`src/rtl/sd_spi_pkg.sv`:
```
// Shared definitions for the SD-card SPI-mode responder: command indices,
// R1 status bits, token/fill bytes, FSM state encodings and CRC helpers.
package sd_spi_pkg;

    localparam logic [5:0] CMD_GO_IDLE     = 6'd0;
    localparam logic [5:0] CMD_SEND_OP     = 6'd1;
    localparam logic [5:0] CMD_SEND_IF     = 6'd8;
    localparam logic [5:0] CMD_READ_SINGLE = 6'd17;
    localparam logic [5:0] ACMD_SEND_OP    = 6'd41;
    localparam logic [5:0] CMD_APP_CMD     = 6'd55;

    localparam logic [7:0] R1_READY   = 8'h00;
    localparam logic [7:0] R1_IN_IDLE = 8'h01;
    localparam logic [7:0] R1_ILLEGAL = 8'h04;
    localparam logic [7:0] R1_CRC_ERR = 8'h08;

    localparam logic [7:0] DATA_TOKEN = 8'hFE;
    localparam logic [7:0] FILL_BYTE  = 8'hFF;
    localparam int         BLOCK_BYTES = 512;

    typedef enum logic [3:0] {
        S_WAIT,
        S_CMD,
        S_NCR,
        S_R1,
        S_R7,
        S_TOKDLY,
        S_TOKEN,
        S_DATA,
        S_CRC
    } state_t;

    typedef enum logic [1:0] {
        RESP_R1,
        RESP_R7,
        RESP_READ
    } resp_t;

    // CRC7 (x^7 + x^3 + 1) advanced by one byte, MSB first.
    function automatic logic [6:0] crc7_byte(input logic [6:0] crc_in, input logic [7:0] data);
        logic [6:0] crc;
        logic       fb;
        crc = crc_in;
        for (int i = 7; i >= 0; i--) begin
            fb  = crc[6] ^ data[i];
            crc = {crc[5:0], 1'b0};
            if (fb) crc = crc ^ 7'h09;
        end
        return crc;
    endfunction

    // CRC16-CCITT (poly 0x1021) advanced by one byte, MSB first.
    function automatic logic [15:0] crc16_byte(input logic [15:0] crc_in, input logic [7:0] data);
        logic [15:0] crc;
        logic        fb;
        crc = crc_in;
        for (int i = 7; i >= 0; i--) begin
            fb  = crc[15] ^ data[i];
            crc = {crc[14:0], 1'b0};
            if (fb) crc = crc ^ 16'h1021;
        end
        return crc;
    endfunction

endpackage

```
`src/rtl/sd_spi_shifter.sv`:
```
// SPI mode-0 byte shifter: synchronises sclk/ss/mosi into the clock domain,
// detects sclk edges, assembles received bytes and shifts tx bytes out on miso.
// A new tx byte is loaded on the falling edge that follows each 8th rising edge.
module sd_spi_shifter (
    input  logic       clock,
    input  logic       reset,
    input  logic       sclk,
    input  logic       ss,
    input  logic       mosi,
    input  logic [7:0] tx_byte,
    output logic       rx_valid,
    output logic [7:0] rx_byte,
    output logic       ss_idle,
    output logic       miso
);

    // bit order in the sync vectors: {sclk, ss, mosi}
    logic [2:0] meta_q, meta_d;
    logic [2:0] sync_q, sync_d;
    logic       sclk_prev_q, sclk_prev_d;
    logic [2:0] bit_cnt_q, bit_cnt_d;
    logic [7:0] rx_sh_q, rx_sh_d;
    logic [7:0] tx_sh_q, tx_sh_d;
    logic       rx_valid_q, rx_valid_d;
    logic [7:0] rx_byte_q, rx_byte_d;

    logic sclk_s, ss_s, mosi_s;
    logic rise, fall;

    assign sclk_s = sync_q[2];
    assign ss_s   = sync_q[1];
    assign mosi_s = sync_q[0];

    // Next-state for synchroniser, edge detector, rx assembly and tx shift.
    always_comb begin
        meta_d      = {sclk, ss, mosi};
        sync_d      = meta_q;
        sclk_prev_d = sclk_s;
        bit_cnt_d   = bit_cnt_q;
        rx_sh_d     = rx_sh_q;
        tx_sh_d     = tx_sh_q;
        rx_valid_d  = 1'b0;
        rx_byte_d   = rx_byte_q;
        rise        = sclk_s & ~sclk_prev_q;
        fall        = ~sclk_s & sclk_prev_q;
        if (ss_s) begin
            bit_cnt_d = 3'd0;
            tx_sh_d   = 8'hFF;
        end else begin
            if (rise) begin
                rx_sh_d   = {rx_sh_q[6:0], mosi_s};
                bit_cnt_d = bit_cnt_q + 3'd1;
                if (bit_cnt_q == 3'd7) begin
                    rx_valid_d = 1'b1;
                    rx_byte_d  = {rx_sh_q[6:0], mosi_s};
                end
            end
            if (fall) begin
                if (bit_cnt_q == 3'd0) tx_sh_d = tx_byte;
                else                   tx_sh_d = {tx_sh_q[6:0], 1'b1};
            end
        end
    end

    // Register update; reset leaves ss deasserted so miso idles high.
    always_ff @(posedge clock or posedge reset) begin
        if (reset) begin
            meta_q      <= 3'b010;
            sync_q      <= 3'b010;
            sclk_prev_q <= 1'b0;
            bit_cnt_q   <= 3'd0;
            rx_sh_q     <= 8'h00;
            tx_sh_q     <= 8'hFF;
            rx_valid_q  <= 1'b0;
            rx_byte_q   <= 8'h00;
        end else begin
            meta_q      <= meta_d;
            sync_q      <= sync_d;
            sclk_prev_q <= sclk_prev_d;
            bit_cnt_q   <= bit_cnt_d;
            rx_sh_q     <= rx_sh_d;
            tx_sh_q     <= tx_sh_d;
            rx_valid_q  <= rx_valid_d;
            rx_byte_q   <= rx_byte_d;
        end
    end

    assign rx_valid = rx_valid_q;
    assign rx_byte  = rx_byte_q;
    assign ss_idle  = ss_s;
    assign miso     = ss_s | tx_sh_q[7];

endmodule

```
`src/rtl/sd_spi_responder.sv`:
```
// SD-card SPI-mode responder: decodes 6-byte command frames and answers with
// R1 / R7 / single-block read responses. Block data is fetched one byte ahead
// through mem_addr/mem_rd/mem_data.
// Build option: SD_RESPONDER_CRC_EN enables command CRC7 checking and real
// CRC16 trailer bytes; otherwise CRC is ignored and the trailer is 0xFFFF.
//
// state    | meaning
// S_WAIT   | idle, looking for a 01xxxxxx command byte
// S_CMD    | collecting 4 argument bytes and the CRC byte
// S_NCR    | sending 0xFF fill before R1
// S_R1     | sending R1
// S_R7     | sending the 4 trailing CMD8 bytes
// S_TOKDLY | sending 0xFF fill before the data token
// S_TOKEN  | sending the 0xFE start token
// S_DATA   | sending 512 block bytes
// S_CRC    | sending the 2 block CRC bytes
module sd_spi_responder
    import sd_spi_pkg::*;
#(
    parameter int RESP_DELAY  = 1,
    parameter int TOKEN_DELAY = 2,
    parameter int INIT_POLLS  = 2
) (
    input  logic        clock,
    input  logic        reset,
    input  logic        sclk,
    input  logic        ss,
    input  logic        mosi,
    output logic        miso,
    output logic [31:0] mem_addr,
    output logic        mem_rd,
    input  logic [7:0]  mem_data,
    output logic        card_ready
);

`ifdef SD_RESPONDER_CRC_EN
    localparam bit CRC_EN = 1'b1;
`else
    localparam bit CRC_EN = 1'b0;
`endif

    logic       rx_valid;
    logic [7:0] rx_byte;
    logic       ss_idle;

    state_t      state_q, state_d;
    resp_t       resp_q, resp_d;
    logic [15:0] cnt_q, cnt_d;
    logic [5:0]  cmd_q, cmd_d;
    logic [31:0] arg_q, arg_d;
    logic [7:0]  tx_q, tx_d;
    logic [7:0]  r1_q, r1_d;
    logic        in_idle_q, in_idle_d;
    logic [15:0] poll_q, poll_d;
    logic        app_q, app_d;
    logic [31:0] mem_addr_q, mem_addr_d;
    logic        mem_rd_q, mem_rd_d;
    logic        rd_pend_q, rd_pend_d;
    logic [7:0]  buf_q, buf_d;
    logic [6:0]  crc7_q, crc7_d;
    logic [15:0] crc16_q, crc16_d;

    logic        crc_ok;
    logic [7:0]  ex_r1;
    resp_t       ex_resp;
    logic        ex_in_idle;
    logic [15:0] ex_poll;
    logic        ex_app;
    logic [7:0]  crc_hi, crc_lo;

    sd_spi_shifter u_shifter (
        .clock    (clock),
        .reset    (reset),
        .sclk     (sclk),
        .ss       (ss),
        .mosi     (mosi),
        .tx_byte  (tx_q),
        .rx_valid (rx_valid),
        .rx_byte  (rx_byte),
        .ss_idle  (ss_idle),
        .miso     (miso)
    );

    // Command decode: effect of executing the collected frame on card state.
    always_comb begin
        crc_ok     = !CRC_EN || (rx_byte[7:1] == crc7_q);
        ex_in_idle = in_idle_q;
        ex_poll    = poll_q;
        ex_app     = 1'b0;
        ex_resp    = RESP_R1;
        ex_r1      = R1_ILLEGAL | {7'b0, in_idle_q};
        crc_hi     = CRC_EN ? crc16_q[15:8] : FILL_BYTE;
        crc_lo     = CRC_EN ? crc16_q[7:0]  : FILL_BYTE;
        if (!crc_ok) begin
            ex_r1  = R1_CRC_ERR | {7'b0, in_idle_q};
            ex_app = app_q;
        end else begin
            case (cmd_q)
                CMD_GO_IDLE: begin
                    ex_in_idle = 1'b1;
                    ex_poll    = 16'd0;
                    ex_r1      = R1_IN_IDLE;
                end
                CMD_SEND_IF: begin
                    ex_r1   = {7'b0, in_idle_q};
                    ex_resp = RESP_R7;
                end
                CMD_APP_CMD: begin
                    ex_r1  = {7'b0, in_idle_q};
                    ex_app = 1'b1;
                end
                CMD_SEND_OP, ACMD_SEND_OP: begin
                    if (cmd_q == CMD_SEND_OP || app_q) begin
                        if (poll_q < 16'(INIT_POLLS)) begin
                            ex_r1   = R1_IN_IDLE;
                            ex_poll = poll_q + 16'd1;
                        end else begin
                            ex_r1      = R1_READY;
                            ex_in_idle = 1'b0;
                        end
                    end
                end
                CMD_READ_SINGLE: begin
                    if (!in_idle_q) begin
                        ex_r1   = R1_READY;
                        ex_resp = RESP_READ;
                    end
                end
                default: ;
            endcase
        end
    end

    // Byte-level FSM: on each completed SPI byte choose the next byte to shift out.
    // Block bytes are prefetched one byte ahead so mem_rd leads its bit time by a full byte.
    always_comb begin
        state_d    = state_q;
        resp_d     = resp_q;
        cnt_d      = cnt_q;
        cmd_d      = cmd_q;
        arg_d      = arg_q;
        tx_d       = tx_q;
        r1_d       = r1_q;
        in_idle_d  = in_idle_q;
        poll_d     = poll_q;
        app_d      = app_q;
        mem_addr_d = mem_addr_q;
        mem_rd_d   = 1'b0;
        rd_pend_d  = mem_rd_q;
        buf_d      = rd_pend_q ? mem_data : buf_q;
        crc7_d     = crc7_q;
        crc16_d    = crc16_q;
        if (ss_idle) begin
            state_d = S_WAIT;
            tx_d    = FILL_BYTE;
        end else if (rx_valid) begin
            tx_d = FILL_BYTE;
            case (state_q)
                S_WAIT: begin
                    if (rx_byte[7:6] == 2'b01) begin
                        state_d = S_CMD;
                        cmd_d   = rx_byte[5:0];
                        cnt_d   = 16'd4;
                        crc7_d  = crc7_byte(7'd0, rx_byte);
                    end
                end
                S_CMD: begin
                    if (cnt_q != 16'd0) begin
                        arg_d  = {arg_q[23:0], rx_byte};
                        cnt_d  = cnt_q - 16'd1;
                        crc7_d = crc7_byte(crc7_q, rx_byte);
                    end else begin
                        in_idle_d = ex_in_idle;
                        poll_d    = ex_poll;
                        app_d     = ex_app;
                        resp_d    = ex_resp;
                        r1_d      = ex_r1;
                        if (ex_resp == RESP_READ) begin
                            mem_addr_d = arg_q;
                            mem_rd_d   = 1'b1;
                            crc16_d    = 16'd0;
                        end
                        if (RESP_DELAY == 0) begin
                            state_d = S_R1;
                            tx_d    = ex_r1;
                        end else begin
                            state_d = S_NCR;
                            cnt_d   = 16'(RESP_DELAY - 1);
                        end
                    end
                end
                S_NCR: begin
                    if (cnt_q == 16'd0) begin
                        state_d = S_R1;
                        tx_d    = r1_q;
                    end else begin
                        cnt_d = cnt_q - 16'd1;
                    end
                end
                S_R1: begin
                    case (resp_q)
                        RESP_R7: begin
                            state_d = S_R7;
                            tx_d    = 8'h00;
                            cnt_d   = 16'd3;
                        end
                        RESP_READ: begin
                            if (TOKEN_DELAY == 0) begin
                                state_d = S_TOKEN;
                                tx_d    = DATA_TOKEN;
                            end else begin
                                state_d = S_TOKDLY;
                                cnt_d   = 16'(TOKEN_DELAY - 1);
                            end
                        end
                        default: state_d = S_WAIT;
                    endcase
                end
                S_R7: begin
                    if (cnt_q == 16'd0) begin
                        state_d = S_WAIT;
                    end else begin
                        case (cnt_q[1:0])
                            2'd3:    tx_d = 8'h00;
                            2'd2:    tx_d = {4'h0, arg_q[11:8]};
                            default: tx_d = arg_q[7:0];
                        endcase
                        cnt_d = cnt_q - 16'd1;
                    end
                end
                S_TOKDLY: begin
                    if (cnt_q == 16'd0) begin
                        state_d = S_TOKEN;
                        tx_d    = DATA_TOKEN;
                    end else begin
                        cnt_d = cnt_q - 16'd1;
                    end
                end
                S_TOKEN: begin
                    state_d    = S_DATA;
                    tx_d       = buf_q;
                    crc16_d    = crc16_byte(crc16_q, buf_q);
                    cnt_d      = 16'(BLOCK_BYTES - 1);
                    mem_rd_d   = 1'b1;
                    mem_addr_d = mem_addr_q + 32'd1;
                end
                S_DATA: begin
                    if (cnt_q == 16'd0) begin
                        state_d = S_CRC;
                        tx_d    = crc_hi;
                        cnt_d   = 16'd1;
                    end else begin
                        tx_d    = buf_q;
                        crc16_d = crc16_byte(crc16_q, buf_q);
                        cnt_d   = cnt_q - 16'd1;
                        // cnt counts bytes still to send after this one; the last needs no fetch
                        if (cnt_q >= 16'd2) begin
                            mem_rd_d   = 1'b1;
                            mem_addr_d = mem_addr_q + 32'd1;
                        end
                    end
                end
                S_CRC: begin
                    if (cnt_q != 16'd0) begin
                        tx_d  = crc_lo;
                        cnt_d = 16'd0;
                    end else begin
                        state_d = S_WAIT;
                    end
                end
                default: state_d = S_WAIT;
            endcase
        end
    end

    // State and card-status registers.
    always_ff @(posedge clock or posedge reset) begin
        if (reset) begin
            state_q    <= S_WAIT;
            resp_q     <= RESP_R1;
            cnt_q      <= 16'd0;
            cmd_q      <= 6'd0;
            arg_q      <= 32'd0;
            tx_q       <= FILL_BYTE;
            r1_q       <= FILL_BYTE;
            in_idle_q  <= 1'b1;
            poll_q     <= 16'd0;
            app_q      <= 1'b0;
            mem_addr_q <= 32'd0;
            mem_rd_q   <= 1'b0;
            rd_pend_q  <= 1'b0;
            buf_q      <= 8'h00;
            crc7_q     <= 7'd0;
            crc16_q    <= 16'd0;
        end else begin
            state_q    <= state_d;
            resp_q     <= resp_d;
            cnt_q      <= cnt_d;
            cmd_q      <= cmd_d;
            arg_q      <= arg_d;
            tx_q       <= tx_d;
            r1_q       <= r1_d;
            in_idle_q  <= in_idle_d;
            poll_q     <= poll_d;
            app_q      <= app_d;
            mem_addr_q <= mem_addr_d;
            mem_rd_q   <= mem_rd_d;
            rd_pend_q  <= rd_pend_d;
            buf_q      <= buf_d;
            crc7_q     <= crc7_d;
            crc16_q    <= crc16_d;
        end
    end

    assign mem_addr   = mem_addr_q;
    assign mem_rd     = mem_rd_q;
    assign card_ready = ~in_idle_q;

endmodule

```
`config.mk`:
```
export PLATFORM = sky130hd
export DESIGN_NAME = sd_spi_responder
export DESIGN_NICKNAME = d
export VERILOG_FILES = /design/src/rtl/sd_spi_pkg.sv /design/src/rtl/sd_spi_shifter.sv /design/src/rtl/sd_spi_responder.sv
export SDC_FILE = /design/constraint.sdc
export NUM_CORES = 1
export LEC_CHECK = 0
export CAP_MARGIN = 20
export CORE_MARGIN = 4
export CORE_UTILIZATION = 40
export DETAILED_ROUTE_END_ITERATION = 12
export DONT_BUFFER_PORTS = 1
export PLACE_DENSITY = 0.5
export SLEW_MARGIN = 5
export SYNTH_ARGS = -nofsm -noshare
export SYNTH_HDL_FRONTEND = slang
export SYNTH_HIERARCHICAL = 1
export SYNTH_SLANG_ARGS = --single-unit
```
`constraint.sdc`:
```
create_clock -name clock -period 7.35 [get_ports clock]
set_input_delay 1.47 -clock clock [delete_from_list [all_inputs] [get_ports clock]]
set_output_delay 1.47 -clock clock [all_outputs]
set_load 0.02 [all_outputs]
```
; Word-level counts from Yosys, hierarchy flattened
; Index checks and enable logic that the tools add are counted.
[word_totals]
mem_bits_rw = 0
rom_bits = 0
input_bits = 13
register_bits = 170
out_inout_bits = 35
elab_cells = 159
n_memories = 0
latch_bits = 0
[op_classes]
n_bitwise = 8
order_cmp = 2
div = 0
multipliers = 0
n_eq_ne = 38
addsub = 4
n_shift = 0
muxes = 60
reduce_logical = 25
[op_table]
columns = cell, count
row1 = 32-bit 2-to-1 mux, 4
row2 = 16-bit 2-to-1 mux, 7
row3 = 16-bit one-hot mux with 7 select lines, 1
row4 = 32-bit one-hot mux with 3 select lines, 1
row5 = 8-bit 2-to-1 mux, 9
row6 = 16-bit one-hot mux with 2 select lines, 2
row7 = 8-bit one-hot mux with 6 select lines, 1
row8 = 4-bit 2-to-1 mux, 9
row9 = 4-bit one-hot mux with 9 select lines, 1
row10 = "32-bit by 1-bit adder with 32-bit output, second input constant", 1
row11 = 7-bit AND reduction, 4
row12 = "3-bit by 2-bit != test with 1-bit output, second input constant", 8
row13 = "2-bit != test, second input constant", 10
row14 = "16-bit by 1-bit adder with 16-bit output, second input constant", 1
row15 = "4-bit by 3-bit equality test with 1-bit output, second input constant", 4
row16 = "16-bit by 2-bit greater-or-equal comparator with 1-bit output, second input constant", 1
row17 = 16-bit zero test, 1
row18 = "16-bit by 2-bit less-than comparator with 1-bit output, second input constant", 1
row19 = 8-bit one-hot mux with 2 select lines, 1
row20 = 16-bit nonzero test, 1
row21 = "16-bit by 1-bit subtractor with 16-bit output, second input constant", 1
row22 = 1-bit 2-to-1 mux, 14
row23 = "6-bit equality test, second input constant", 2
row24 = 3-bit 2-to-1 mux, 4
row25 = 32 further kinds, 48

; Depth between registers and ports, before layout
; Gate-level depths: netlist of the first run.
[depth]
depth_word = 8
ltp_mapped = 11
ltp_nobuf = 8

; Modules after synthesis
; Netlist of the first run, hierarchy kept.
[modules_own_cells]
columns = mod, seq_area_each_um2, n_inst, area_each_um2, cells_per_inst
row1 = sd_spi_responder, 3293.2, 1, 7247.0, 746
row2 = sd_spi_shifter, 863.3, 1, 1387.6, 88

; Least setup slack after synthesis of the first run
; No wires, ideal clock.
[synth_path]
path_type = reg2out
start = register u_shifter.sync_q[1]
end = output miso
stages_incl_launch_ff = 2
required_ps = 5880
path_buffers = 0
setup_slack_ps = 5097
arrival_time_ps = 783
path_cell_list = dfstp_2 -> or2_2
[synth_via]
elab_chain_cells = 1
[synth_lines]
columns = element, line_no
row1 = "start, declared", sd_spi_shifter.sv:19  ; logic [2:0] sync_q, sync_d;
row2 = "start signal, assigned", sd_spi_shifter.sv:78  ; sync_q <= sync_d;
row3 = 1-bit OR, sd_spi_shifter.sv:91  ; assign miso = ss_s | tx_sh_q[7];
row4 = "end, declared", sd_spi_responder.sv:29  ; output logic miso,
; No other way between the ends.

; Worst setup path after layout of the first run
[layout_path]
start = register state_q[1]
end = register mem_addr_q[11], in the netlist mem_addr[11]
[layout_via]
elab_chain_cells = 3
word_cells_on_any_way = 10
cone_classes = eq/ne: 7 / mux: 1 / reduce/logical: 2
[layout_lines]
columns = element, line_no
row1 = "start, declared", sd_spi_responder.sv:46  ; state_t state_q, state_d;
row2 = "start signal, assigned", sd_spi_responder.sv:296  ; state_q <= state_d;
row3 = 4-bit by 1-bit equality test with 1-bit output or 4-bit by 3-bit equality test with 1-bit output (tied branches), sd_spi_responder.sv:158  ; case (state_q)
row4 = 2-bit != test (no line) or 3-bit nonzero test (tied branches), --
row5 = 7-bit AND reduction (no line), --
row6 = "end signal, assigned", sd_spi_responder.sv:306  ; mem_addr_q <= mem_addr_d;
row7 = "end, declared", sd_spi_responder.sv:56  ; logic [31:0] mem_addr_q, mem_addr_d;
; Parallel ways exist; a longest one is shown, timed or not.
; A chain may end at the register's enable or synchronous reset.

==> results of run 1 <==
metal layers:
layer / vias up / wire length [um] / track usage [%]
li1: 3092 / - / -
met1: 3392 / 9922 / 25.11
met2: 162 / 10970 / 31.66
met3: 36 / 998 / 3.922
met4: 2 / 403 / 5.593
met5: - / 13 / 0
cells by family (layout without fill, tap and decap cells):
logic type	after synthesis	in the layout	share of synthesized area, %
XOR/XNOR	4	4	0.4058
AO/OA/AOI/OAI	242	242	19.08
adder cells (fa/ha/maj)	11	11	1.594
buffers and inverters	72	61	3.854
flip-flops	165	165	48.14
AND/OR/NAND/NOR	267	267	17.21
multiplexers	73	73	9.709
area by class of cell:
class	instances	area (um^2)
Fill cell	2005	11800
Sequential cell	165	4156
Multi-Input combinational cell	597	4155
Clock buffer	18	429.2
Tap cell	275	344.1
Clock inverter	14	133.9
Inverter	22	85.08
Timing Repair Buffer	7	50.05
layout by cell type (no fill, tap or decap), types with 4 or more instances in the layout:
cell                        instances
sky130_fd_sc_hd__o41ai_1            6
sky130_fd_sc_hd__o31ai_1            6
sky130_fd_sc_hd__nor3_1            31
sky130_fd_sc_hd__inv_8              4
sky130_fd_sc_hd__dfrtp_1          143
sky130_fd_sc_hd__nand3_1           22
sky130_fd_sc_hd__o22a_1             8
sky130_fd_sc_hd__inv_6              6
sky130_fd_sc_hd__mux2_4             8
sky130_fd_sc_hd__a22o_1             9
sky130_fd_sc_hd__nor3b_1            6
sky130_fd_sc_hd__clkbuf_16         17
sky130_fd_sc_hd__a41oi_1            4
sky130_fd_sc_hd__a2bb2oi_1         17
sky130_fd_sc_hd__a31oi_1           32
sky130_fd_sc_hd__and2_1             4
sky130_fd_sc_hd__mux2_2            54
sky130_fd_sc_hd__nand2b_1           7
sky130_fd_sc_hd__nand2_1           45
sky130_fd_sc_hd__a21oi_1           56
sky130_fd_sc_hd__ha_1              11
sky130_fd_sc_hd__o21ai_1            7
sky130_fd_sc_hd__and4_1             5
sky130_fd_sc_hd__or2_2              6
sky130_fd_sc_hd__a32oi_1            4
sky130_fd_sc_hd__a32o_1             5
sky130_fd_sc_hd__mux2i_1           11
sky130_fd_sc_hd__and3_1            13
sky130_fd_sc_hd__nor2_1            57
sky130_fd_sc_hd__o21ai_0           37
sky130_fd_sc_hd__nand4_1           16
sky130_fd_sc_hd__nor2b_1           19
sky130_fd_sc_hd__a211oi_1           8
sky130_fd_sc_hd__dfstp_2           22
sky130_fd_sc_hd__buf_4              6
sky130_fd_sc_hd__nor4_1            11
sky130_fd_sc_hd__o22ai_1           12
sky130_fd_sc_hd__inv_1             20
worst register-to-register path: cells and delay by family (launching register included):
kind            cells  cell delay, ns
simple gates        2            1.15
compound gates      2            1.03
flops               1            0.88
buf+inv             1            0.35
synthesized netlist by cell type, types with 16 or more instances:
master	n	area [um^2]
sky130_fd_sc_hd__o21ai_0	37	185.2
sky130_fd_sc_hd__nor3_1	31	155.2
sky130_fd_sc_hd__a31oi_1	32	200.2
sky130_fd_sc_hd__dfrtp_1	143	3578
sky130_fd_sc_hd__nand2_1	45	168.9
sky130_fd_sc_hd__dfstp_2	22	578.1
sky130_fd_sc_hd__a2bb2oi_1	17	148.9
sky130_fd_sc_hd__a21oi_1	56	280.3
sky130_fd_sc_hd__nand4_1	16	100.1
sky130_fd_sc_hd__mux2_2	54	608.1
sky130_fd_sc_hd__nand3_1	22	110.1
sky130_fd_sc_hd__nor2_1	58	217.7
sky130_fd_sc_hd__inv_1	21	78.83
sky130_fd_sc_hd__clkbuf_1	26	97.59
sky130_fd_sc_hd__nor2b_1	19	118.9
power groups by stage:
stage               Sequential, mW  Clock (mW)  Combinational [mW]
detailed placement           0.957           0              0.0493
global placement             0.957           0              0.0472
finish                       0.940       0.864              0.0469
CTS                          0.940       0.889              0.0492
floorplan                    0.953           0              0.0392
global route                 0.943       0.928              0.0543
sequential cells by signal, summed over array words and instances (netlist names):
name / flops
r1_q: 3
state_q: 4
u_shifter/bit_cnt_q: 3
u_shifter/sclk_prev_q: 1
cnt_q: 16
mem_addr: 32
poll_q: 16
cmd_q: 6
u_shifter/meta_q: 3
rd_pend_q: 1
u_shifter/tx_sh_q: 8
in_idle_q: 1
resp_q: 2
u_shifter/rx_sh_q: 7
buf_q: 8
app_q: 1
u_shifter/rx_valid: 1
arg_q: 32
mem_rd: 1
u_shifter/sync_q: 3
u_shifter/rx_byte: 8
tx_q: 8
how the worst max path moves through the flow:
| stage | start | to | slack, ns | cells past startpoint |
|---|---|---|---|---|
| after floorplan | reset | app_q | 2.40 | 1 |
| after global routing | state_q[1] | mem_addr[6] | 3.52 | 5 |
| after detailed placement | state_q[1] | mem_addr[29] | 3.94 | 5 |
| after global placement | state_q[1] | mem_addr[11] | 4.05 | 5 |
| after CTS | state_q[1] | mem_addr[27] | 3.93 | 5 |
| final | state_q[1] | mem_addr[11] | 3.82 | 5 |
metrics by stage:
step	util, %	total power [mW]
after floorplan	-	0.9922
after global placement	41.53	1.004
after detailed placement	41.53	1.007
after CTS	44.19	1.879
after global routing	44.22	1.925
final	44.22	1.851
==> results.rst, run 1 <==
.. list-table::
   :header-rows: 1

   * - Metric
     - Value
   * - Minimum clock period after layout
     - 3.533 ns
   * - Hold Path Sink
     - u_shifter/sync_q[1]
   * - Area growth from synthesis to layout
     - 8.332%
   * - Die height
     - 154.9 um
   * - Setup violators final
     - 0
   * - Worst Hold Margin
     - 0.3596 ns
   * - Max_slew headroom
     - 35.07%
   * - Number of storage elements in the synthesis netlist
     - 165
   * - Type of element launching the critical path
     - flip-flop
   * - Count of buffering cells on the critical path with inverters included
     - 1
   * - Wire per inst
     - 20.32 um
   * - First drt pass iteration count
     - 4
   * - Largest stage delay on the critical path
     - 0.89 ns
   * - Clock net sink count
     - 165
   * - Share of layout cells above drive strength 1
     - 18.10%
   * - Sequential Power Share
     - 50.8%
   * - DRT antenna net count
     - 0
   * - Sequential fraction of the synthesis area
     - 48.14%
   * - Slack of the worst reg-to-reg path
     - 3.82 ns
   * - Cell family with the largest share of critical-path delay
     - simple AND/OR/NAND/NOR gates
   * - Total standard cell area after synthesis
     - 8635 um^2
   * - DRC marker count from the first detailed-route iteration
     - 424
   * - Count of placed standard cells including taps
     - 1065
   * - Critical R2R Launch
     - state_q[1]
   * - Via count of the first global-routing pass
     - 6738
   * - Post-synthesis area per instance
     - 10.35 um^2
   * - Post-CTS repair timing setup buffer count
     - 0
   * - CTS buffer count
     - 17
   * - Count of max-cap constraint violations
     - 0
   * - Internal power
     - 1.397 mW
   * - Final GP Congestion
     - 0.8815
   * - Number of endpoints with negative hold slack in the final report
     - 0
   * - Global-route wire length before repair
     - 36.87 mm
   * - Via-to-Cell Ratio
     - 6.087
   * - Highest fanout seen on the critical path
     - 26
   * - Detailed-route via count
     - 6684
   * - Final max-slew violation count
     - 0
   * - Post-synthesis cell type count
     - 76
   * - Worst reg2reg path endpoint
     - mem_addr[11]
   * - Crit path DAT
     - 3.83 ns
   * - Clock share of power
     - 46.7%
   * - Number of enable flip-flop cells after synthesis
     - 0
   * - Sw Share
     - 24.54%
   * - Share of the clock period used by the worst path after layout
     - 48.06%
   * - Synth Net Count
     - 858
   * - Result of the run
     - complete, no violations
   * - Total non-filler cell area in the finished layout
     - 9354 um^2
   * - Finished Layout Cells
     - 1098
   * - RSZ-0062 raised after global routing
     - no
   * - Cell row count
     - 53
   * - Number of stages on the worst hold path
     - 0
   * - Total negative slack
     - 0 ns
   * - Starting utilization of the core area
     - 40.82%
   * - Start point of the worst hold path
     - u_shifter/meta_q[1]
   * - Htree depth
     - 4
   * - DIE WIDTH
     - 154.9 um
   * - Slew at the pin with the worst max-slew slack
     - 0.9739 ns
   * - VDD IR max
     - 0.0001309 V
   * - Congestion Overflow GR
     - 0
   * - Clk_lat worst skew
     - 0.43 ns
   * - Critical path endpoint category
     - flip-flop
   * - Slowest-stage cell, CP
     - sky130_fd_sc_hd__a22oi_2
   * - Root Driver
     - sky130_fd_sc_hd__clkbuf_16
   * - Resized Gates After CTS
     - 0
   * - Number of instances in the synthesized netlist
     - 834
   * - Number of antenna violations at the first check in global routing
     - 1
   * - Min setup slack post-route
     - 3.817 ns
   * - Achievable Freq
     - 283.1 MHz
   * - Final layout net count
     - 834
   * - TritonCTS clock tree
     - done
   * - Largest net degree at the start of global routing
     - 74
   * - Number of buffers inserted for hold repair after clock tree synthesis
     - 0
   * - Clock Skews
     - 0.01075 ns
   * - Ant diodes
     - 0
   * - Pwr dens
     - 197.9 nW/um^2
   * - Net switching power of the design
     - 0.4543 mW
   * - Count of boundary I/O pins
     - 48
   * - Number of buffers inserted by port buffering
     - 0
   * - Warnings, synthesis
     - 6
   * - Placed inst area
     - 8786 um^2
   * - Core Area
     - 21150 um^2
   * - Cells along the critical path
     - nand3b_1, a22oi_2, nand2_4, inv_2, a31oi_1
   * - Worst r2r path cells
     - 5
   * - Aggregate routed wire length
     - 22.31 mm
   * - Combinational cell fraction of total power
     - 2.5%
   * - CTS clk-pin slew, worst paths
     - 0.07 ns
   * - Min-delay worst type
     - reg -> reg
   * - Worst-case setup slack after placement
     - 3.941 ns
   * - Die outline area
     - 24000 um^2
   * - Total track usage
     - 19.00%
   * - DRC violation count after routing
     - 0
   * - Half-perimeter wire length of the detailed placement result
     - 15.38 mm
   * - Static Leak
     - 4.076 nW
   * - Share of synthesized registers carrying an async set or reset
     - 100.0%
   * - Buffers from clock root to sink, at most
     - 2
   * - Most used flip-flop cell after synthesis
     - sky130_fd_sc_hd__dfrtp_1
   * - Worst Path Class, Setup
     - reg -> reg
   * - Data required time of the critical path
     - 7.65 ns
No activity file was read; power rests on OpenSTA's default activity.
==> run 2, diff against run 1 <==
==> constraint.sdc (replaced) <==
create_clock -name clock -period 3.7 [get_ports clock]
set_input_delay 0.74 -clock clock [delete_from_list [all_inputs] [get_ports clock]]
set_output_delay 0.74 -clock clock [all_outputs]
set_load 0.02 [all_outputs]
==> run 2 against run 1 <==
- register-to-register slack lost 3.0 ns
- clock power grew 100%
- non-clock buffer count grew 8
- setup slack lost 3.0 ns
- sequential share of layout area shrank 0.45 points
- first-iteration DRC count shrank 11%
- sequential power grew 99%
- utilization grew 0.45 points
- critical path type unchanged
- critical endpoint is now mem_addr[19]
- largest cell class unchanged
==> results.rst, run 2 (synthesis results as in run 1) <==
.. list-table::
   :header-rows: 1

   * - Metric
     - Value
   * - Count of boundary I/O pins
     - 48
   * - Leading cell type in the layout, fill and taps excluded
     - sky130_fd_sc_hd__dfrtp_1
   * - Pwr dens
     - 391.2 nW/um^2
   * - VDD IR max
     - 0.0003072 V
   * - DRC violation count after routing
     - 0
   * - Max_slew headroom
     - 38.59%
   * - Min setup slack post-route
     - 0.7674 ns
   * - Data required time of the critical path
     - 3.99 ns
   * - Die outline area
     - 24000 um^2
   * - Via-to-Cell Ratio
     - 5.948
   * - Htree depth
     - 4
   * - Global-route wire length before repair
     - 35.97 mm
   * - Clock net sink count
     - 165
   * - Starting utilization of the core area
     - 40.82%
   * - Minimum clock period after layout
     - 2.933 ns
   * - Root Driver
     - sky130_fd_sc_hd__clkbuf_16
   * - Type of element launching the critical path
     - flip-flop
   * - Achievable Freq
     - 341.0 MHz
   * - Result of the run
     - complete, no violations
   * - Top library cells by usage in the layout, fill and taps aside
     - sky130_fd_sc_hd__dfrtp_1 (143), sky130_fd_sc_hd__nor2_1 (57), sky130_fd_sc_hd__a21oi_1 (56)
   * - Detailed-route via count
     - 6579
   * - Via count of the first global-routing pass
     - 6537
   * - TritonCTS clock tree
     - done
   * - Wire per inst
     - 19.90 um
   * - Count of buffering cells on the critical path with inverters included
     - 1
   * - Final GP Congestion
     - 0.8304
   * - Worst Path Class, Setup
     - reg -> reg
   * - Post-CTS repair timing setup buffer count
     - 0
   * - Cell family with the largest share of critical-path delay
     - compound AO/OA/AOI/OAI gates
   * - Slew at the pin with the worst max-slew slack
     - 0.9211 ns
   * - First drt pass iteration count
     - 4
   * - Share of layout cells above drive strength 1
     - 18.89%
   * - DRT antenna net count
     - 0
   * - Number of buffers inserted for hold repair after clock tree synthesis
     - 0
   * - Slowest-stage cell, CP
     - sky130_fd_sc_hd__a22o_1
   * - Final max-slew violation count
     - 0
   * - Number of antenna violations at the first check in global routing
     - 1
   * - Count of max-cap constraint violations
     - 0
   * - CTS buffer count
     - 17
   * - Buffers from clock root to sink, at most
     - 2
   * - Clock Skews
     - 0.01263 ns
   * - Worst r2r path cells
     - 7
   * - Clk_lat worst skew
     - 0.42 ns
   * - Core Area
     - 21150 um^2
   * - Largest net degree at the start of global routing
     - 132
   * - Number of endpoints with negative hold slack in the final report
     - 0
   * - Largest stage delay on the critical path
     - 0.64 ns
   * - Half-perimeter wire length of the detailed placement result
     - 15.33 mm
   * - Ant diodes
     - 0
   * - CTS clk-pin slew, worst paths
     - 0.07 ns
   * - DRC marker count from the first detailed-route iteration
     - 377
   * - Worst-case setup slack after placement
     - 0.7269 ns
   * - Total track usage
     - 18.55%
   * - Highest fanout seen on the critical path
     - 24
   * - Number of filler cells placed in the layout
     - 2002
   * - Share of the clock period used by the worst path after layout
     - 79.26%
   * - Number of buffers inserted by port buffering
     - 0
   * - RSZ-0062 raised after global routing
     - no
   * - Congestion Overflow GR
     - 0
   * - Critical path endpoint category
     - flip-flop
   * - Die height
     - 154.9 um
   * - Total negative slack
     - 0 ns
   * - Cell row count
     - 53
   * - Resized Gates After CTS
     - 0
   * - Cell count along the critical path
     - 7
   * - Cells along the critical path
     - inv_1, ha_1, nor4b_4, nand4_2, a22o_1, o41ai_1, o21ai_1
   * - Aggregate routed wire length
     - 22.01 mm
   * - Crit path DAT
     - 3.23 ns
   * - Static Leak
     - 4.127 nW
   * - Area growth from synthesis to layout
     - 9.433%
   * - Total power of the final layout
     - 3.697 mW
   * - Min-delay worst type
     - in -> async
   * - Setup violators final
     - 0
   * - Final layout net count
     - 842
   * - DIE WIDTH
     - 154.9 um
## run 2: stage by stage
| step | cell area [um^2] | utilization [%] | instances | hold slack, ns |
|---|---|---|---|---|
| after global placement | 8867 | 41.92 | 1074 | 0.3381 |
| after detailed placement | 8867 | 41.92 | 1074 | 0.3365 |
| after CTS | 9449 | 44.67 | 1106 | 0.1987 |
| after floorplan | 8638 | - | 834 | 0.3312 |
| final | 9449 | 44.67 | 1106 | 0.2152 |
| after global routing | 9449 | 44.67 | 1106 | 0.1974 |
## run 2: area by class of cell
| type | count | area, um^2 | share of cell area, % |
|---|---|---|---|
| tap | 275 | 344.1 | 3.641 |
| sequential | 165 | 4156 | 43.99 |
| timing repair buffer | 15 | 125.1 | 1.324 |
| multi-input combinational | 597 | 4155 | 43.98 |
| inverter | 22 | 86.33 | 0.9137 |
| clock buffer | 19 | 442.9 | 4.688 |
| clock inverter | 13 | 138.9 | 1.470 |
## run 2: worst reg2reg max path: cells and delay by family (launching register included)
family,cells,cell delay (ns)
compound gates,3,1.23
simple gates,2,0.74
flops,1,0.42
fa+ha+maj,1,0.23
buf+inv,1,0.17
## run 2: final timing paths
check                                         start             endpoint  slack (ns)
min in group clock                               ss  u_shifter/meta_q[1]        0.31
worst min register to register  u_shifter/meta_q[1]  u_shifter/sync_q[1]        0.36
worst max-delay path                       cnt_q[0]         mem_addr[19]        0.77
max in group asynchronous                     reset             cnt_q[9]        2.79
worst min-delay path                          reset  u_shifter/meta_q[1]        0.22
worst max register to register             cnt_q[0]         mem_addr[19]        0.77
## run 2: where the power goes
| part | switching (mW) | leakage, nW | internal, mW |
|---|---|---|---|
| logic | 0.0546 | 1.64 | 0.0397 |
| registers | 0.0269 | 2.21 | 1.84 |
| clock network | 0.817 | 0.283 | 0.917 |
## run 2: layer usage
layer,track usage (%),up-vias,part of all wire (%)
li1,-,3112,-
met2,30.13,155,49
met1,24.68,3274,44
met3,3.783,36,4.2
met5,0,-,0.059
met4,6.686,2,2.2
==> run 3, diff against run 2 <==
--- a/config.mk
+++ b/config.mk
@@ -10,7 +10,7 @@
 export CORE_UTILIZATION = 40
 export DETAILED_ROUTE_END_ITERATION = 12
 export DONT_BUFFER_PORTS = 1
-export PLACE_DENSITY = 0.5
+export PLACE_DENSITY = 0.52
 export SLEW_MARGIN = 5
 export SYNTH_ARGS = -nofsm -noshare
 export SYNTH_HDL_FRONTEND = slang
==> constraint.sdc (replaced) <==
create_clock -name clock -period 2.58 [get_ports clock]
set_input_delay 0.516 -clock clock [delete_from_list [all_inputs] [get_ports clock]]
set_output_delay 0.516 -clock clock [all_outputs]
set_load 0.02 [all_outputs]
==> run 3 against run 2 <==
- clock skew grew 0.0021 ns
- wire length grew 3.2%
- flip-flop and latch count is the same
- non-clock buffer count grew 49
- die area is the same
- utilization grew 1.8 points
- highest routed layer unchanged
==> results.rst, run 3 (synthesis results as in run 1) <==
.. list-table::
   :header-rows: 1

   * - Metric
     - Value
   * - Result of the run
     - complete, no violations
   * - Top library cells by usage in the layout, fill and taps aside
     - sky130_fd_sc_hd__dfrtp_1 (143), sky130_fd_sc_hd__buf_4 (61), sky130_fd_sc_hd__nor2_1 (57)
   * - DRT antenna net count
     - 0
   * - CTS clk-pin slew, worst paths
     - 0.08 ns
   * - Number of filler cells placed in the layout
     - 1938
   * - Crit path DAT
     - 2.64 ns
   * - Core Area
     - 21150 um^2
   * - Count of max-cap constraint violations
     - 0
   * - DRC marker count from the first detailed-route iteration
     - 473
   * - Total negative slack
     - 0 ns
   * - Share of layout cells above drive strength 1
     - 23.64%
   * - Number of antenna violations at the first check in global routing
     - 1
   * - Post-CTS repair timing setup buffer count
     - 0
   * - Minimum clock period after layout
     - 2.352 ns
   * - Detailed-route via count
     - 6851
   * - Htree depth
     - 4
   * - Number of endpoints with negative hold slack in the final report
     - 0
   * - Resized Gates After CTS
     - 0
   * - Die height
     - 154.9 um
   * - Achievable Freq
     - 425.2 MHz
   * - Total track usage
     - 19.37%
   * - Buffers from clock root to sink, at most
     - 2
   * - Critical path endpoint category
     - flip-flop
   * - Cell row count
     - 53
   * - DIE WIDTH
     - 154.9 um
   * - Min-delay worst type
     - in -> async
   * - Final max-slew violation count
     - 0
   * - Ant diodes
     - 0
   * - Via-to-Cell Ratio
     - 5.932
   * - Number of buffers inserted by port buffering
     - 0
   * - Data required time of the critical path
     - 2.87 ns
   * - Root Driver
     - sky130_fd_sc_hd__clkbuf_16
   * - Pwr dens
     - 539.2 nW/um^2
   * - CTS buffer count
     - 17
   * - Slew at the pin with the worst max-slew slack
     - 0.6844 ns
   * - Share of the clock period used by the worst path after layout
     - 91.16%
   * - Via count of the first global-routing pass
     - 6825
   * - Area growth from synthesis to layout
     - 13.85%
   * - VDD IR max
     - 0.0004462 V
   * - Clock net sink count
     - 165
   * - Worst-case setup slack after placement
     - 0.1747 ns
   * - Final layout net count
     - 891
   * - Static Leak
     - 4.360 nW
   * - Clock Skews
     - 0.01474 ns
   * - Largest net degree at the start of global routing
     - 66
   * - RSZ-0062 raised after global routing
     - no
   * - Worst Path Class, Setup
     - reg -> reg
   * - Setup violators final
     - 0
   * - Number of buffers inserted for hold repair after clock tree synthesis
     - 0
   * - Global-route wire length before repair
     - 37.74 mm
   * - DRC violation count after routing
     - 0
   * - Min setup slack post-route
     - 0.2281 ns
   * - Half-perimeter wire length of the detailed placement result
     - 16.17 mm
   * - Clk_lat worst skew
     - 0.43 ns
   * - Max_slew headroom
     - 54.37%
   * - Type of element launching the critical path
     - flip-flop
   * - Die outline area
     - 24000 um^2
   * - Combined area of the multi-input logic cells
     - 4161 um^2
   * - Count of boundary I/O pins
     - 48
   * - Aggregate routed wire length
     - 22.72 mm
   * - Starting utilization of the core area
     - 40.82%
   * - Final GP Congestion
     - 0.8747
   * - Storage element area
     - 4156 um^2
   * - Congestion Overflow GR
     - 0
   * - Highest fanout seen on the critical path
     - 15
   * - Fraction of the core area covered by cells at the end of the flow
     - 46.47%
   * - Leading cell type in the layout, fill and taps excluded
     - sky130_fd_sc_hd__dfrtp_1
   * - First drt pass iteration count
     - 5
   * - TritonCTS clock tree
     - done
   * - Wire per inst
     - 19.67 um
run 3: cell types whose count changed in the layout (fill, tap and decap cells not counted), sizes merged:
cell | before | now
clkbuf | 19 | 20
buf | 15 | 64
clkinv | 5 | 1
clkinvlp | 2 | 4
inv | 28 | 29
run 3: worst paths after layout:
path | cells after the start | slack [ns] | endpoint | from
worst min register to register | 0 | 0.36 | u_shifter/sync_q[0] | u_shifter/meta_q[0]
max in group asynchronous | 2 | 1.75 | state_q[3] | reset
worst max-delay path | 8 | 0.23 | mem_addr[31] | cnt_q[0]
worst min-delay path | 1 | 0.05 | mem_addr[7] | reset
min in group clock | 0 | 0.08 | u_shifter/meta_q[1] | ss
worst max register to register | 8 | 0.23 | mem_addr[31] | cnt_q[0]
run 3: per-layer routing:
metal	wire length, um	global-route usage, %	part of all wire (%)	vias up
li1	-	-	-	3210
met1	10310	27.15	45	3408
met2	10950	31.10	48	206
met3	1094	3.338	4.8	25
met4	352	5.383	1.5	2
met5	8	0	0.035	-
run 3: power by group:
part	total [mW]	switching, mW	internal [mW]	leakage [nW]
sequential	2.68	0.0362	2.64	2.21
clock	2.48	1.16	1.32	0.272
combinational	0.145	0.0820	0.0627	1.88
total	5.30	1.28	4.02	4.36
run 3: cell type report:
type	instances	share of cell area, %
multi-input cells	597	42.33
repair buffers	64	5.269
inverters	22	0.8782
clock buffers	20	4.646
flip-flops and latches	165	42.28
clock inverters	12	1.095
well taps	275	3.500
run 3: stage by stage:
step	power, mW	std cells	hold WS [ns]	area, um^2
after floorplan	2.827	834	0.3312	8638
after global placement	2.867	1123	0.3386	9260
after detailed placement	2.877	1123	0.3427	9260
after CTS	5.354	1155	0.05870	9824
after global routing	5.507	1155	0.06042	9831
final	5.301	1155	0.05153	9831
run 3: critical path, cell delays in order (launching register included):
cell	delay, ns
sky130_fd_sc_hd__dfrtp_1	0.42
sky130_fd_sc_hd__inv_1	0.17
sky130_fd_sc_hd__ha_1	0.20
sky130_fd_sc_hd__nor4b_4	0.25
sky130_fd_sc_hd__nand4_2	0.15
sky130_fd_sc_hd__a22o_1	0.45
sky130_fd_sc_hd__buf_4	0.25
sky130_fd_sc_hd__o21ai_0	0.20
sky130_fd_sc_hd__o211ai_1	0.13
